## config.mk

```make
export PLATFORM = sky130hd
export DESIGN_NAME = bit_reverse_stream
export DESIGN_NICKNAME = d
export VERILOG_FILES = /design/src/rtl/bit_reverse_pkg.sv /design/src/rtl/permute_core.sv /design/src/rtl/bit_reverse_stream.sv
export SDC_FILE = /design/constraint.sdc
export NUM_CORES = 1
export LEC_CHECK = 0
export CAP_MARGIN = 0
export CORE_MARGIN = 5
export CORE_UTILIZATION = 50
export DETAILED_ROUTE_END_ITERATION = 6
export PLACE_DENSITY_LB_ADDON = 0.12
export SLEW_MARGIN = 5
export SYNTH_ARGS = -nofsm -noshare
export SYNTH_HDL_FRONTEND = slang
export SYNTH_SLANG_ARGS = --single-unit
```

## constraint.sdc

```tcl
create_clock -name clk -period 3 [get_ports clk]
set_clock_uncertainty 0.2 [all_clocks]
set_input_delay 0.3 -clock clk [delete_from_list [all_inputs] [get_ports clk]]
set_output_delay 0.3 -clock clk [all_outputs]
set_load 0.005 [all_outputs]
```

## src/rtl/bit_reverse_pkg.sv

```systemverilog
// Shared definitions for the bit_reverse_stream block.
// Holds the permutation mode encodings used by the top level and by permute_core.
package bit_reverse_pkg;

  typedef logic [1:0] mode_t;

  localparam mode_t MODE_PASS           = 2'd0;
  localparam mode_t MODE_BITREV         = 2'd1;
  localparam mode_t MODE_BYTEREV        = 2'd2;
  localparam mode_t MODE_BITREV_IN_BYTE = 2'd3;

endpackage

```

## src/rtl/permute_core.sv

```systemverilog
// Combinational word permutation.
// Ports:
//   data_in  - word to permute (WIDTH bits, WIDTH a multiple of 8)
//   mode     - permutation select (see bit_reverse_pkg)
//   data_out - permuted word
module permute_core
  import bit_reverse_pkg::*;
#(
  parameter int unsigned WIDTH = 8
) (
  input  logic [WIDTH-1:0] data_in,
  input  mode_t            mode,
  output logic [WIDTH-1:0] data_out
);

  localparam int unsigned NBytes = WIDTH / 8;

  logic [WIDTH-1:0] rev_bits;
  logic [WIDTH-1:0] rev_bytes;
  logic [WIDTH-1:0] rev_in_byte;

  for (genvar i = 0; i < WIDTH; i++) begin : gen_rev_bits
    assign rev_bits[i] = data_in[WIDTH-1-i];
  end

  for (genvar j = 0; j < NBytes; j++) begin : gen_byte
    for (genvar b = 0; b < 8; b++) begin : gen_bit
      assign rev_bytes[8*(NBytes-1-j)+b] = data_in[8*j+b];
      assign rev_in_byte[8*j+b]          = data_in[8*j+7-b];
    end
  end

  always_comb begin
    data_out = data_in;
    case (mode)
      MODE_PASS:           data_out = data_in;
      MODE_BITREV:         data_out = rev_bits;
      MODE_BYTEREV:        data_out = rev_bytes;
      MODE_BITREV_IN_BYTE: data_out = rev_in_byte;
      default:             data_out = data_in;
    endcase
  end

endmodule

```

## src/rtl/bit_reverse_stream.sv

```systemverilog
// Two-stage valid/ready pipeline that permutes each word according to the mode
// sampled with it. S1 holds the raw word and mode, S2 holds the permuted result.
// Ports:
//   clk, rst_n           - clock, asynchronous active-low reset
//   in_valid/in_ready    - input handshake; din and mode travel with in_valid
//   out_valid/out_ready  - output handshake; dout is the permuted word
//   word_cnt             - wrapping count of completed output handshakes
module bit_reverse_stream
  import bit_reverse_pkg::*;
#(
  parameter int unsigned WIDTH = 8,
  parameter int unsigned CNT_W = 8
) (
  input  logic             clk,
  input  logic             rst_n,
  input  logic             in_valid,
  output logic             in_ready,
  input  logic [WIDTH-1:0] din,
  input  logic [1:0]       mode,
  output logic             out_valid,
  input  logic             out_ready,
  output logic [WIDTH-1:0] dout,
  output logic [CNT_W-1:0] word_cnt
);

  if (WIDTH < 8 || (WIDTH % 8) != 0) begin : gen_bad_width
    $error("bit_reverse_stream: WIDTH must be a multiple of 8 and at least 8");
  end

  logic             s1_valid_q, s1_valid_d;
  logic [WIDTH-1:0] s1_data_q, s1_data_d;
  mode_t            s1_mode_q, s1_mode_d;
  logic             s2_valid_q, s2_valid_d;
  logic [WIDTH-1:0] s2_data_q, s2_data_d;
  logic [CNT_W-1:0] cnt_q, cnt_d;

  logic             s1_adv;
  logic             accept;
  logic             deliver;
  logic [WIDTH-1:0] perm_data;

  permute_core #(
    .WIDTH (WIDTH)
  ) u_permute_core (
    .data_in  (s1_data_q),
    .mode     (s1_mode_q),
    .data_out (perm_data)
  );

  always_comb begin
    s1_adv   = s1_valid_q && (!s2_valid_q || out_ready);
    // Gated by rst_n so upstream sees not-ready for the whole reset interval.
    in_ready = rst_n && (!s1_valid_q || s1_adv);
    accept   = in_valid && in_ready;
    deliver  = s2_valid_q && out_ready;
  end

  always_comb begin
    s1_valid_d = s1_valid_q;
    s1_data_d  = s1_data_q;
    s1_mode_d  = s1_mode_q;
    if (accept) begin
      s1_valid_d = 1'b1;
      s1_data_d  = din;
      s1_mode_d  = mode;
    end else if (s1_adv) begin
      s1_valid_d = 1'b0;
    end
  end

  // S2 data only changes on an advance, so dout stays put while idle or stalled.
  always_comb begin
    s2_valid_d = s2_valid_q;
    s2_data_d  = s2_data_q;
    if (s1_adv) begin
      s2_valid_d = 1'b1;
      s2_data_d  = perm_data;
    end else if (out_ready) begin
      s2_valid_d = 1'b0;
    end
  end

  always_comb begin
    cnt_d = cnt_q;
    if (deliver) begin
      cnt_d = cnt_q + CNT_W'(1);
    end
  end

  always_ff @(posedge clk or negedge rst_n) begin
    if (!rst_n) begin
      s1_valid_q <= 1'b0;
      s1_data_q  <= '0;
      s1_mode_q  <= MODE_PASS;
      s2_valid_q <= 1'b0;
      s2_data_q  <= '0;
      cnt_q      <= '0;
    end else begin
      s1_valid_q <= s1_valid_d;
      s1_data_q  <= s1_data_d;
      s1_mode_q  <= s1_mode_d;
      s2_valid_q <= s2_valid_d;
      s2_data_q  <= s2_data_d;
      cnt_q      <= cnt_d;
    end
  end

  assign out_valid = s2_valid_q;
  assign dout      = s2_data_q;
  assign word_cnt  = cnt_q;

endmodule

```

==> results of run 1 <==
flip-flops by register name (all words and copies together), names as in the netlist:
register and cells:
s1_valid_q 1, dout 8, s1_data_q 8, word_cnt 8, s1_mode_q 1, out_valid 1
metal layers:
metal / wire (µm) / share of wire / global-route usage
met4: 26 / 0.012 / 0.0570
met2: 1080 / 0.49 / 0.231
met3: 128 / 0.059 / 0.0327
met1: 950 / 0.43 / 0.159
met5: 0 / 0 / 0
power groups by stage:
stage	sequential (mW)	clock (mW)	combinational [mW]
3_5_place_dp	0.569	0	0.370
4_1_cts	0.561	0.164	0.372
5_1_grt	0.577	0.177	0.396
2_1_floorplan	0.547	0	0.177
3_3_place_gp	0.563	0	0.358
6_report	0.560	0.155	0.366
final cells by class:
cell class,instances,area share
clock buffers,4,0.0168
inverters,1,0.00240
repair buffers,32,0.202
flip-flops and latches,27,0.432
well taps,30,0.0240
multi-input cells,61,0.323
cells in the final DEF, fill, tap and decap left out, types with 3 or more instances in the layout:
| master | Yosys | final |
|---|---|---|
| a31oi_1 | 8 | 8 |
| nand2_1 | 6 | 6 |
| clkbuf_4 | 0 | 3 |
| nor3_1 | 3 | 3 |
| xor2_1 | 4 | 4 |
| xnor2_1 | 3 | 3 |
| dfrtp_1 | 27 | 27 |
| a21oi_1 | 8 | 8 |
| mux2_4 | 9 | 9 |
| clkdlybuf4s50_1 | 0 | 30 |
| mux2i_1 | 8 | 8 |
how the worst min path moves through the flow:
stage	startpoint	end	slack (ps)	cells after the start
after floorplan	rst_n	dout[0]$_DFFE_PN0P_	-200	0
after global placement	word_cnt[7]$_DFFE_PN0P_	word_cnt[7]$_DFFE_PN0P_	260	1
after detailed placement	word_cnt[7]$_DFFE_PN0P_	word_cnt[7]$_DFFE_PN0P_	260	1
after CTS	rst_n	s1_data_q[2]$_DFFE_PN0P_	60	2
after global routing	rst_n	s1_data_q[2]$_DFFE_PN0P_	60	2
final	rst_n	dout[5]$_DFFE_PN0P_	60	2
cell families after synthesis:
kind of cell / after synthesis / share of synthesized area
buffers and inverters: 7 / 0.0387
and+or+nand+nor: 19 / 0.0928
adders and majority gates: 1 / 0.0102
AOI/OAI and AO/OA: 16 / 0.0734
muxes: 18 / 0.185
DFF: 27 / 0.550
xor gates and xnor gates: 7 / 0.0500
==> results.json, run 1 <==
{
  "maxCapViolations": 0,
  "cts.repair.resized": 0,
  "crit_path_end_kind": "output pin",
  "ys_seq_area_frac": 0.550,
  "hold_class": "in -> async",
  "syn_nets": 110,
  "num_rows": 18,
  "cts_buffer_depth": 2,
  "ctsHtreeMaxLevel": 1,
  "drtPass1Iterations": 4,
  "ant_nets": 0,
  "synth_edf_count": 0,
  "die_h_um": 59.5,
  "crit_chain": "nand3b_4 -> and2_1 -> clkdlybuf4s50_1",
  "cp.required_ps": 2500,
  "r2r-start": "s1_valid_q$_DFFE_PN0P_",
  "status": "completed",
  "relSlewSlack": 0.623,
  "grt_pass1_vias": 794,
  "drc": 0,
  "cp.depth": 3,
  "die_area_um2": 3550,
  "regArea_um2": 676,
  "avgViaCountPerCell": 5.15,
  "combPwrFrac": 0.338,
  "finalCriticalPeriod_ps": 2270,
  "worst_slew_pin_slew_ps": 566,
  "critPathKind": "reg -> out",
  "setup_viol": 0,
  "p_sw_uw": 323,
  "cp-endpoint": "in_ready",
  "vias": 799,
  "grt_pass1_wl_mm": 3.51,
  "rsz0062_at_grt": "no",
  "synth_area_leaders": "dfrtp_1 55%, mux2_4 11%, mux2i_1 6.5%, a31oi_1 4.1%, a21oi_1 3.3%",
  "drive_above_1_share": 0.136,
  "crit_arrival_ps": 1770,
  "cp-start-kind": "flop",
  "dpl.hpwl_mm": 1.61,
  "postSynth.asyncResetShare": 1.00,
  "path_max_fanout": 18,
  "p_int_uw": 758,
  "place_inst": 151,
  "ir_drop_mv": 0.526,
  "multi_input_area_um2": 504,
  "clock_sinks": 27,
  "core_area_um2": 2410,
  "nFillCells": 196,
  "hold-worst-slack_ps": 62.6,
  "final_util": 0.648,
  "insertion_delay_ps": 320,
  "instances_no_fill": 155,
  "fin_crit_sh": 0.757,
  "grt_start_max_net_pins": 19,
  "synth.largest_area_cell": "dfrtp_1",
  "ys_seq_elements": 27,
  "synthToLayoutAreaGrowth_pct": 27.3,
  "overflow": 0,
  "ys.flop_type": "dfrtp_1",
  "max_freq_mhz": 441,
  "routed_wl_mm": 2.19,
  "antenna_found_initial": 0,
  "post_cts_buffers": 0,
  "synth.most_common_cell": "dfrtp_1",
  "post_drt_wl_per_cell_um": 14.1,
  "syn_area_um2": 1230,
  "place_ws_ps": 852,
  "final_max_slew_viol_count": 0,
  "reg2reg_depth": 3,
  "fin_nets": 141,
  "cp_top_family": "flip-flops",
  "die_w_um": 59.5,
  "synth_top_area_share": 0.550,
  "track_usage": 0.134,
  "yosys_warnings": 0,
  "critPathBufInv": 1,
  "cts_hold_buffers": 0,
  "synth_commonest_cells": "27 x dfrtp_1, 9 x mux2_4, 8 x a21oi_1, 8 x a31oi_1, 8 x mux2i_1",
  "numPortBuffers": 30,
  "cts_tree": "done",
  "power.total_mw": 1.08,
  "pwr_density_cell_nw_per_um2": 692,
  "cts_buffers": 3,
  "power.clock.fraction": 0.144,
  "reg2reg_to": "s1_data_q[1]$_DFFE_PN0P_",
  "max_stage_delay_ps": 720,
  "ios": 32,
  "worst_slack_ps": 730,
  "synth_cell_types": 24,
  "slowest_stage": "dfrtp_1",
  "dpl-instance-area_um2": 1540,
  "cts_root_buf": "clkbuf_4",
  "routabilityCongestion": 0.770,
  "setup_tns_ps": 0,
  "drt_iter0_drc": 15,
  "p_leak_nw": 0.713,
  "avgSynthCellArea_um2": 12.9,
  "num_antenna_cells": 0,
  "clk_pin_slew_ps": 140,
  "swShare": 0.299,
  "worstSetupStartpoint": "s1_valid_q$_DFFE_PN0P_",
  "r2r_slack_ps": 1170,
  "hold_viol": 0,
  "synthCells": 95,
  "initial_core_util": 0.509,
  "seqPwrFrac": 0.518,
  "post-route-cell-area_um2": 1560
}
(Power assumes the default switching activity.)
==> run 2: changes to the inputs <==
Settings changed: CORE_UTILIZATION 50 to 42.
Clock period 3 ns to 1.9 ns, I/O delays scaled along.
==> results.json, run 2 (synthesized netlist as in run 1, its figures left out) <==
{
  "status": "completed",
  "drtPass1Iterations": 4,
  "cts_tree": "done",
  "p_sw_uw": 516,
  "max_freq_mhz": 569,
  "numPortBuffers": 30,
  "p_int_mw": 1.21,
  "grt_pass1_vias": 806,
  "nFillCells": 266,
  "cp_top_family": "buffers and inverters",
  "avgViaCountPerCell": 5.04,
  "crit_path_end_kind": "output pin",
  "routed_wl_mm": 2.27,
  "track_usage": 0.112,
  "grt_start_max_net_pins": 28,
  "die_area_um2": 4100,
  "layout_commonest_cell": "clkdlybuf4s50_1",
  "critPathKind": "reg -> out",
  "ios": 32,
  "drc": 0,
  "crit_chain": "buf_4 -> clkdlybuf4s50_1",
  "rsz0062_at_grt": "no",
  "relSlewSlack": 0.698,
  "grt_pass1_wl_mm": 3.62,
  "finalCriticalPeriod_ps": 1760,
  "p_leak_nw": 0.753,
  "clk_pin_slew_ps": 150,
  "mostFrequentLayoutCells": "29 x clkdlybuf4s50_1, 26 x dfrtp_1, 9 x mux2_4",
  "slowest_stage": "dfrtp_2",
  "critPathBufInv": 2,
  "insertion_delay_ps": 320,
  "cp.required_ps": 1510,
  "worst_slew_pin_slew_ps": 453,
  "ctsHtreeMaxLevel": 1,
  "core_area_um2": 2780,
  "dpl.hpwl_mm": 1.62,
  "drt_iter0_drc": 16,
  "maxCapViolations": 0,
  "grt_use_met1": 0.138,
  "cts_root_buf": "clkbuf_4",
  "die_h_um": 64.1,
  "overflow": 0,
  "clock_sinks": 27,
  "power.total_mw": 1.72,
  "hold_viol": 0,
  "crit_arrival_ps": 1370,
  "place_ws_ps": 74.0,
  "seqPwrFrac": 0.508,
  "synthToLayoutAreaGrowth_pct": 31.9,
  "num_antenna_cells": 0,
  "cts_buffers": 3,
  "initial_core_util": 0.441,
  "path_max_fanout": 4,
  "met3_usage": 0.0263,
  "power.clock.fraction": 0.144,
  "cts_buffer_depth": 2,
  "fin_crit_sh": 0.925,
  "max_stage_delay_ps": 450,
  "ir_drop_mv": 0.635,
  "swShare": 0.300,
  "ant_nets": 0,
  "fin_nets": 146,
  "die_w_um": 64.1,
  "setup_viol": 0,
  "routabilityCongestion": 0.788,
  "post_drt_wl_per_cell_um": 14.1,
  "setup_tns_ps": 0,
  "hold_class": "in -> async",
  "combPwrFrac": 0.347,
  "top_usage_layer": "met2",
  "final_max_slew_viol_count": 0,
  "antenna_found_initial": 0,
  "drive_above_1_share": 0.185,
  "cp-start-kind": "flop",
  "grt_use_met2": 0.188,
  "num_rows": 19,
  "worst_slack_ps": 143,
  "pwr_density_cell_nw_per_um2": 1060,
  "vias": 812
}
## run 2: changes by cell type in the layout (fill, tap and decap cells not counted), sizes merged
cell and delta:
dlymetal6s2s +1, clkbuf -1, buf +5, clkinv +1
clkdlybuf4s50 -1
## run 2: cell type report
class,instances,area (µm²),area share
clock buffers,3,22.5,0.0139
well taps,31,38.8,0.0240
multi-input cells,61,504,0.311
inverters,1,3.75,0.00232
repair buffers,37,368,0.227
clock inverters,1,5.00,0.00309
flip-flops and latches,27,677,0.418
## run 2: repair_timing
item | CTS | global route
gates resized for setup | 1 | 1
pin swaps | 0 | 0
setup endpoints to repair | 1 | 1
hold buffers | 0 | 0
buffers inserted | 1 | 1
## run 2: final timing paths
check | start | end | slack (ps) | depth (start not counted)
max | out_valid$_DFFE_PN0P_ | out_valid | 140 | 2
min | rst_n | s1_valid_q$_DFFE_PN0P_ | 80 | 2
max reg2reg | out_valid$_DFFE_PN0P_ | s1_data_q[7]$_DFFE_PN0P_ | 460 | 4
min reg2reg | word_cnt[7]$_DFFE_PN0P_ | word_cnt[7]$_DFFE_PN0P_ | 280 | 1
max in group asynchronous | rst_n | out_valid$_DFFE_PN0P_ | 1130 | 2
min in group clk | in_valid | s1_valid_q$_DFFE_PN0P_ | 270 | 3
## run 2: metal layers
| metal | share of wire | vias up | wire length (µm) |
|---|---|---|---|
| met4 | 0.013 | 0 | 29 |
| met2 | 0.45 | 21 | 1030 |
| met1 | 0.47 | 387 | 1070 |
| li1 | - | 400 | - |
| met5 | 0 | - | 0 |
| met3 | 0.061 | 4 | 138 |
## run 2: metrics by stage
| stage | utilization | area (µm²) | hold WS, ps | std cells |
|---|---|---|---|---|
| 6_report | 0.582 | 1620 | 84.2 | 161 |
| 5_1_grt | 0.582 | 1620 | 125 | 161 |
| 4_1_cts | 0.578 | 1610 | 98.5 | 160 |
| 3_5_place_dp | 0.565 | 1570 | 261 | 155 |
| 3_3_place_gp | 0.565 | 1570 | 256 | 155 |
| 2_1_floorplan | - | 1230 | -306 | 95 |
## run 2: power by group through the flow
stage	Sequential [mW]	Combinational, mW	Clock [mW]
4_1_cts	0.878	0.607	0.256
6_report	0.875	0.598	0.248
2_1_floorplan	0.864	0.279	0
5_1_grt	0.900	0.650	0.289
3_5_place_dp	0.890	0.598	0
3_3_place_gp	0.882	0.583	0
